==> src/rtl/output_capture_fifo_pkg.sv <==
// Shared types and helpers for the output capture FIFO.
// With OUTPUT_CAPTURE_TIMESTAMP_EN defined, every entry also carries an 8-bit cycle stamp.
package output_capture_pkg;

    localparam int DATA_W     = 8;
    localparam int MAX_PORTS  = 16;
    localparam int PORT_MAX_W = $clog2(MAX_PORTS);

    // The port field is sized for MAX_PORTS; the top narrows it to PORT_W on output.
    typedef struct packed {
        logic [PORT_MAX_W-1:0] port;
        logic [DATA_W-1:0]     data;
`ifdef OUTPUT_CAPTURE_TIMESTAMP_EN
        logic [DATA_W-1:0]     stamp;
`endif
    } entry_t;

    function automatic logic [PORT_MAX_W-1:0] lowest_set(input logic [MAX_PORTS-1:0] mask);
        logic [PORT_MAX_W-1:0] idx;
        idx = '0;
        for (int unsigned i = MAX_PORTS; i > 0; i--) begin
            if (mask[i-1]) idx = PORT_MAX_W'(i - 1);
        end
        return idx;
    endfunction

endpackage

==> src/rtl/output_capture_fifo_sync_fifo.sv <==
// Synchronous FIFO with wrap-around pointers and an occupancy count; a push into
// a full FIFO is accepted only when a pop happens on the same edge.
module sync_fifo #(
    parameter  int DEPTH = 4,
    parameter  int W     = 8,
    localparam int AW    = $clog2(DEPTH),
    localparam int CNT_W = AW + 1
) (
    input  logic             clk,
    input  logic             rst,
    input  logic             push,
    input  logic [W-1:0]     push_data,
    input  logic             pop,
    output logic [W-1:0]     head,
    output logic [CNT_W-1:0] count,
    output logic             full,
    output logic             empty
);

    logic [W-1:0]  mem [DEPTH];
    logic [AW-1:0] wr_ptr;
    logic [AW-1:0] rd_ptr;
    logic          do_push;
    logic          do_pop;

    assign empty   = (count == '0);
    assign full    = (count == CNT_W'(DEPTH));
    assign do_pop  = pop && !empty;
    assign do_push = push && (!full || do_pop);
    assign head    = mem[rd_ptr];

    always_ff @(posedge clk or negedge rst) begin
        if (!rst) begin
            wr_ptr <= '0;
            rd_ptr <= '0;
            count  <= '0;
            for (int unsigned i = 0; i < DEPTH; i++) mem[i] <= '0;
        end else begin
            if (do_push) begin
                mem[wr_ptr] <= push_data;
                wr_ptr      <= wr_ptr + 1'b1;
            end
            if (do_pop) rd_ptr <= rd_ptr + 1'b1;
            if (do_push && !do_pop)      count <= count + 1'b1;
            else if (do_pop && !do_push) count <= count - 1'b1;
        end
    end

endmodule

==> src/rtl/output_capture_fifo.sv <==
// Captures value changes on each 8-bit CPU output port as {port, value} FIFO entries.
// Define OUTPUT_CAPTURE_TIMESTAMP_EN to stamp entries with a free-running cycle count (pop_stamp).
module output_capture_fifo
    import output_capture_pkg::*;
#(
    parameter  int NUM_PORTS = 2,
    parameter  int DEPTH     = 4,
    localparam int PORT_W    = (NUM_PORTS > 1) ? $clog2(NUM_PORTS) : 1,
    localparam int CNT_W     = $clog2(DEPTH) + 1
) (
    input  logic                          clk,
    input  logic                          rst,
    input  logic [NUM_PORTS*DATA_W-1:0]   outputs,
    input  logic                          pop_ready,
    output logic                          pop_valid,
    output logic [PORT_W-1:0]             pop_port,
    output logic [DATA_W-1:0]             pop_data,
    output logic [CNT_W-1:0]              count,
    output logic                          full,
    output logic                          overflow
`ifdef OUTPUT_CAPTURE_TIMESTAMP_EN
    ,
    output logic [DATA_W-1:0]             pop_stamp
`endif
);

    logic [NUM_PORTS-1:0][DATA_W-1:0] cur;
    logic [NUM_PORTS-1:0][DATA_W-1:0] prev;
    logic [NUM_PORTS-1:0][DATA_W-1:0] pend_val;
    logic [NUM_PORTS-1:0]             pending;
    logic [NUM_PORTS-1:0]             chg;
    logic [PORT_W-1:0]                sel;
    logic                             do_pop;
    logic                             do_push;
    logic                             empty;
    entry_t                           push_entry;
    entry_t                           head;

    assign cur     = outputs;
    assign sel     = PORT_W'(lowest_set(MAX_PORTS'(pending)));
    assign do_pop  = pop_valid && pop_ready;
    assign do_push = (|pending) && (!full || do_pop);

    always_comb begin
        for (int unsigned i = 0; i < NUM_PORTS; i++) chg[i] = (cur[i] != prev[i]);
    end

`ifdef OUTPUT_CAPTURE_TIMESTAMP_EN
    logic [DATA_W-1:0]                stamp_cnt;
    logic [NUM_PORTS-1:0][DATA_W-1:0] pend_stamp;

    always_ff @(posedge clk or negedge rst) begin
        if (!rst) begin
            stamp_cnt  <= '0;
            pend_stamp <= '0;
        end else begin
            stamp_cnt <= stamp_cnt + 1'b1;
            for (int unsigned i = 0; i < NUM_PORTS; i++) begin
                if (chg[i]) pend_stamp[i] <= stamp_cnt;
            end
        end
    end
`endif

    always_comb begin
        push_entry      = '0;
        push_entry.port = PORT_MAX_W'(sel);
        push_entry.data = pend_val[sel];
`ifdef OUTPUT_CAPTURE_TIMESTAMP_EN
        push_entry.stamp = pend_stamp[sel];
`endif
    end

    // A change re-arms its pending bit even while the old value is being pushed;
    // only a change landing on an unpushed pending value is a loss.
    always_ff @(posedge clk or negedge rst) begin
        if (!rst) begin
            prev     <= '0;
            pending  <= '0;
            pend_val <= '0;
            overflow <= 1'b0;
        end else begin
            prev <= cur;
            for (int unsigned i = 0; i < NUM_PORTS; i++) begin
                if (chg[i]) begin
                    pending[i]  <= 1'b1;
                    pend_val[i] <= cur[i];
                    if (pending[i] && !(do_push && sel == PORT_W'(i))) overflow <= 1'b1;
                end else if (do_push && sel == PORT_W'(i)) begin
                    pending[i] <= 1'b0;
                end
            end
        end
    end

    sync_fifo #(
        .DEPTH (DEPTH),
        .W     ($bits(entry_t))
    ) u_fifo (
        .clk       (clk),
        .rst       (rst),
        .push      (do_push),
        .push_data (push_entry),
        .pop       (do_pop),
        .head      (head),
        .count     (count),
        .full      (full),
        .empty     (empty)
    );

    assign pop_valid = !empty;
    assign pop_port  = PORT_W'(head.port);
    assign pop_data  = head.data;
`ifdef OUTPUT_CAPTURE_TIMESTAMP_EN
    assign pop_stamp = head.stamp;
`endif

endmodule

==> config.mk <==
export PLATFORM = sky130hd
export DESIGN_NAME = output_capture_fifo
export DESIGN_NICKNAME = d
export VERILOG_FILES = /design/src/rtl/output_capture_fifo_pkg.sv /design/src/rtl/output_capture_fifo_sync_fifo.sv /design/src/rtl/output_capture_fifo.sv
export SDC_FILE = /design/constraint.sdc
export NUM_CORES = 1
export LEC_CHECK = 0
export ABC_AREA = 1
export CAP_MARGIN = 20
export CORE_UTILIZATION = 30
export CTS_BUF_LIST = sky130_fd_sc_hd__clkbuf_4 sky130_fd_sc_hd__clkbuf_8 sky130_fd_sc_hd__clkbuf_16
export CTS_CLUSTER_DIAMETER = 100
export DETAILED_ROUTE_END_ITERATION = 7
export PLACE_DENSITY_LB_ADDON = 0.1
export SLEW_MARGIN = 20
export SYNTH_ARGS = -nofsm -noshare
export SYNTH_HDL_FRONTEND = slang
export SYNTH_HIERARCHICAL = 1
export SYNTH_SLANG_ARGS = --single-unit
==> constraint.sdc <==
create_clock -name clk -period 5.1 [get_ports clk]
set_clock_uncertainty 0.05 [all_clocks]
set_input_delay 0.51 -clock clk [delete_from_list [all_inputs] [get_ports clk]]
set_output_delay 0.51 -clock clk [all_outputs]
set_load 0.02 [all_outputs]
==> summary.txt <==
Power
  • Leak: 0.00215 uW
  • Pwr Total: 2710 uW
  • Sw frac: between 30% and 40%
  • Sequential Power Share: between 30% and 40%
  • Gate power share: a little under two fifths
  • Pwr dens: roughly 600 nW/um^2
  • Clock network power share: a little over a quarter
  • Psw: ~1000 uW
  • Peak supply drop: approximately 0.17 mV
  • Int Pwr: 1700 uW

Global route
  • Pin count of the biggest net entering global routing: 79
  • Vias in the first global route: ~2,800
  • First-pass GRT wire length: about 14 mm
  • GRT Total Usage: roughly 14%
  • Initial antenna violation count: 0
  • Grt total ovfl: 0

Layout
  • Layout area overhead: 19.4%
  • Nets@finish: 469
  • Cell area after layout: 4470 um^2
  • # diodes: 0
  • Layout cells sized above 1: under 10%

Routing
  • DRT antenna net count: 0
  • Avg Vias per Cell: 4.52
  • DR WL/cell: around 13 um
  • Starting DRT DRC Count: roughly 170
  • DRC viols: 0
  • First-pass detailed-route iteration total: 5
  • Via count: 2,788
  • WL final: approximately 8.3 mm

Placed design
  • Worst slack at placement: roughly 1.9 ns
  • Post-DP HPWL: ~5.7 mm
  • Placed Area: a little over 4000 um^2
  • RD Place Congestion: 0.736
  • PortBufs: 33

Floorplan
  • I/O pin cnt: 34
  • Initial Util: about 31%
  • Site Rows: 40
  • Die ar.: around 13,000 um^2
  • Die Y: between 100 and 150 um
  • Core Region: about 12,000 um^2
  • Die width: around 110 um

Min path
  • Hold Crit Class: in2async

Timing
  • Final worst slack: ~2.1 ns
  • Final number of max-transition violations: 0
  • Post-route setup TNS: 0 ns
  • Worst Tran Pin Value: between 0.7 and 0.8 ns
  • Slew HR: 50.2%
  • Tcrit/Tclk final: 59.1%
  • Endpoints failing hold: 0
  • Min Tclk post-route: 3.02 ns
  • RSZ-0062 raised after global routing: false
  • Final setup viols: 0
  • Fmax: ~0.33 GHz

Setup path
  • Critical path launch point type: flip-flop
  • RR Endpoint: u_fifo/count[2]
  • FF-to-FF path depth: 14
  • Crit path to: pop_data[3]
  • Data arrival time at the worst-slack endpoint: ~2.5 ns
  • Critical path startpoint: u_fifo/rd_ptr[0]
  • R2R Setup Slk: around 2.2 ns
  • Required @ worst endpoint: 4.54 ns
  • CP max FO: 20
  • Nature of the critical path endpoint: primary output
  • Setup Crit Path Kind: reg2out
  • R2R Path Start: u_fifo/count[0]

Clock network
  • CTS HTree Levels: 3
  • Setup bufs post-CTS: 0
  • Clock slew at reported path FFs: roughly 0.060 ns
  • Post-cts repair resize count: 0
  • Cts-stage hold buffer count: 0
  • CTS Buf Count: 9
  • Largest buffer count on any clock path: 2
  • Root Buffer: clkbuf_16
  • CTS tree: done
  • Worst skew pair latency: 0.33 ns
  • Clk sinks: 78

Synthesis
  • Synthesized area: 3740 um^2
  • YS warnings: 6
  • Avg Cell Area, Syn: between 8 and 9 um^2
  • Syn Inst Count: 428
  • Syn Nets: 453

Run status
  • Status: finished, final reports clean

Flow run
  • Max-cap check violation count: 0
## power by group through the flow
stage | Clock [uW] | Combinational [uW] | Sequential (uW)
floorplan | 0 | 774 | 897
global placement | 0 | 1030 | 943
detailed placement | 0 | 1050 | 946
CTS | 755 | 1050 | 936
global route | 780 | 1180 | 963
finish | 735 | 1030 | 936
## worst min path at each step
stage	depth (start not counted)	slack [ns]	end
final	1	0.16	u_fifo/rd_ptr[1]
after global routing	1	0.22	u_fifo/rd_ptr[1]
after CTS	1	0.35	u_fifo/rd_ptr[1]
after detailed placement	2	0.40	u_fifo/mem[32]
after global placement	2	0.40	u_fifo/mem[32]
after floorplan	0	0.16	overflow
## layer usage
metal	global-route usage [%]	up-vias	wire, um	share of wire [%]
met5	0	-	0	0
met2	22.0	52	3680	45
met3	3.40	8	317	3.8
met1	19.7	1313	4170	50
met4	5.00	0	94	1.1
li1	-	1415	-	-
## worst max-delay path, cell delays in order, from the launching register on
cell and delay [ns]:
dfrtp_1 0.72, inv_1 0.44, o21ai_0 0.30, o22ai_1 0.11, clkdlybuf4s50_1 0.54
## registers in the layout (all words and copies together) (netlist names)
| signal | count |
|---|---|
| pending | 2 |
| u_fifo/mem | 36 |
| pend_val | 16 |
| u_fifo/count | 3 |
| prev | 16 |
| u_fifo/rd_ptr | 2 |
| u_fifo/wr_ptr | 2 |
| overflow | 1 |
## metrics by stage
| step | instances | utilization (%) | hold slack [ns] |
|---|---|---|---|
| after detailed placement | 601 | 34.0 | 0.404 |
| after CTS | 617 | 36.9 | 0.351 |
| after global placement | 601 | 34.0 | 0.401 |
| final | 617 | 36.9 | 0.160 |
| after floorplan | 428 | - | 0.164 |
| after global routing | 617 | 36.9 | 0.222 |
## placed cells by master (no fill, tap or decap), drive strengths merged
cell type	count
nor3	1
bufinv	3
nor2	26
o22ai	9
fa	1
ha	5
inv	31
clkinv	1
o21ai	36
clkdlybuf4s50	32
nand3	8
clkbuf	12
nand2	147
a21oi	1
buf	2
o21a	1
dfrtp	78
or2	2
xnor2	15
xor2	2
nand4	36
## layout make-up
type	count	area, um^2
Timing Repair Buffer	34	339
Fill cell	1294	7640
Clock buffer	12	248
Sequential cell	78	1950
Multi-Input combinational cell	290	1510
Tap cell	168	210
Clock inverter	4	95.1
Inverter	31	116
Power figures use the tool's default switching activity.
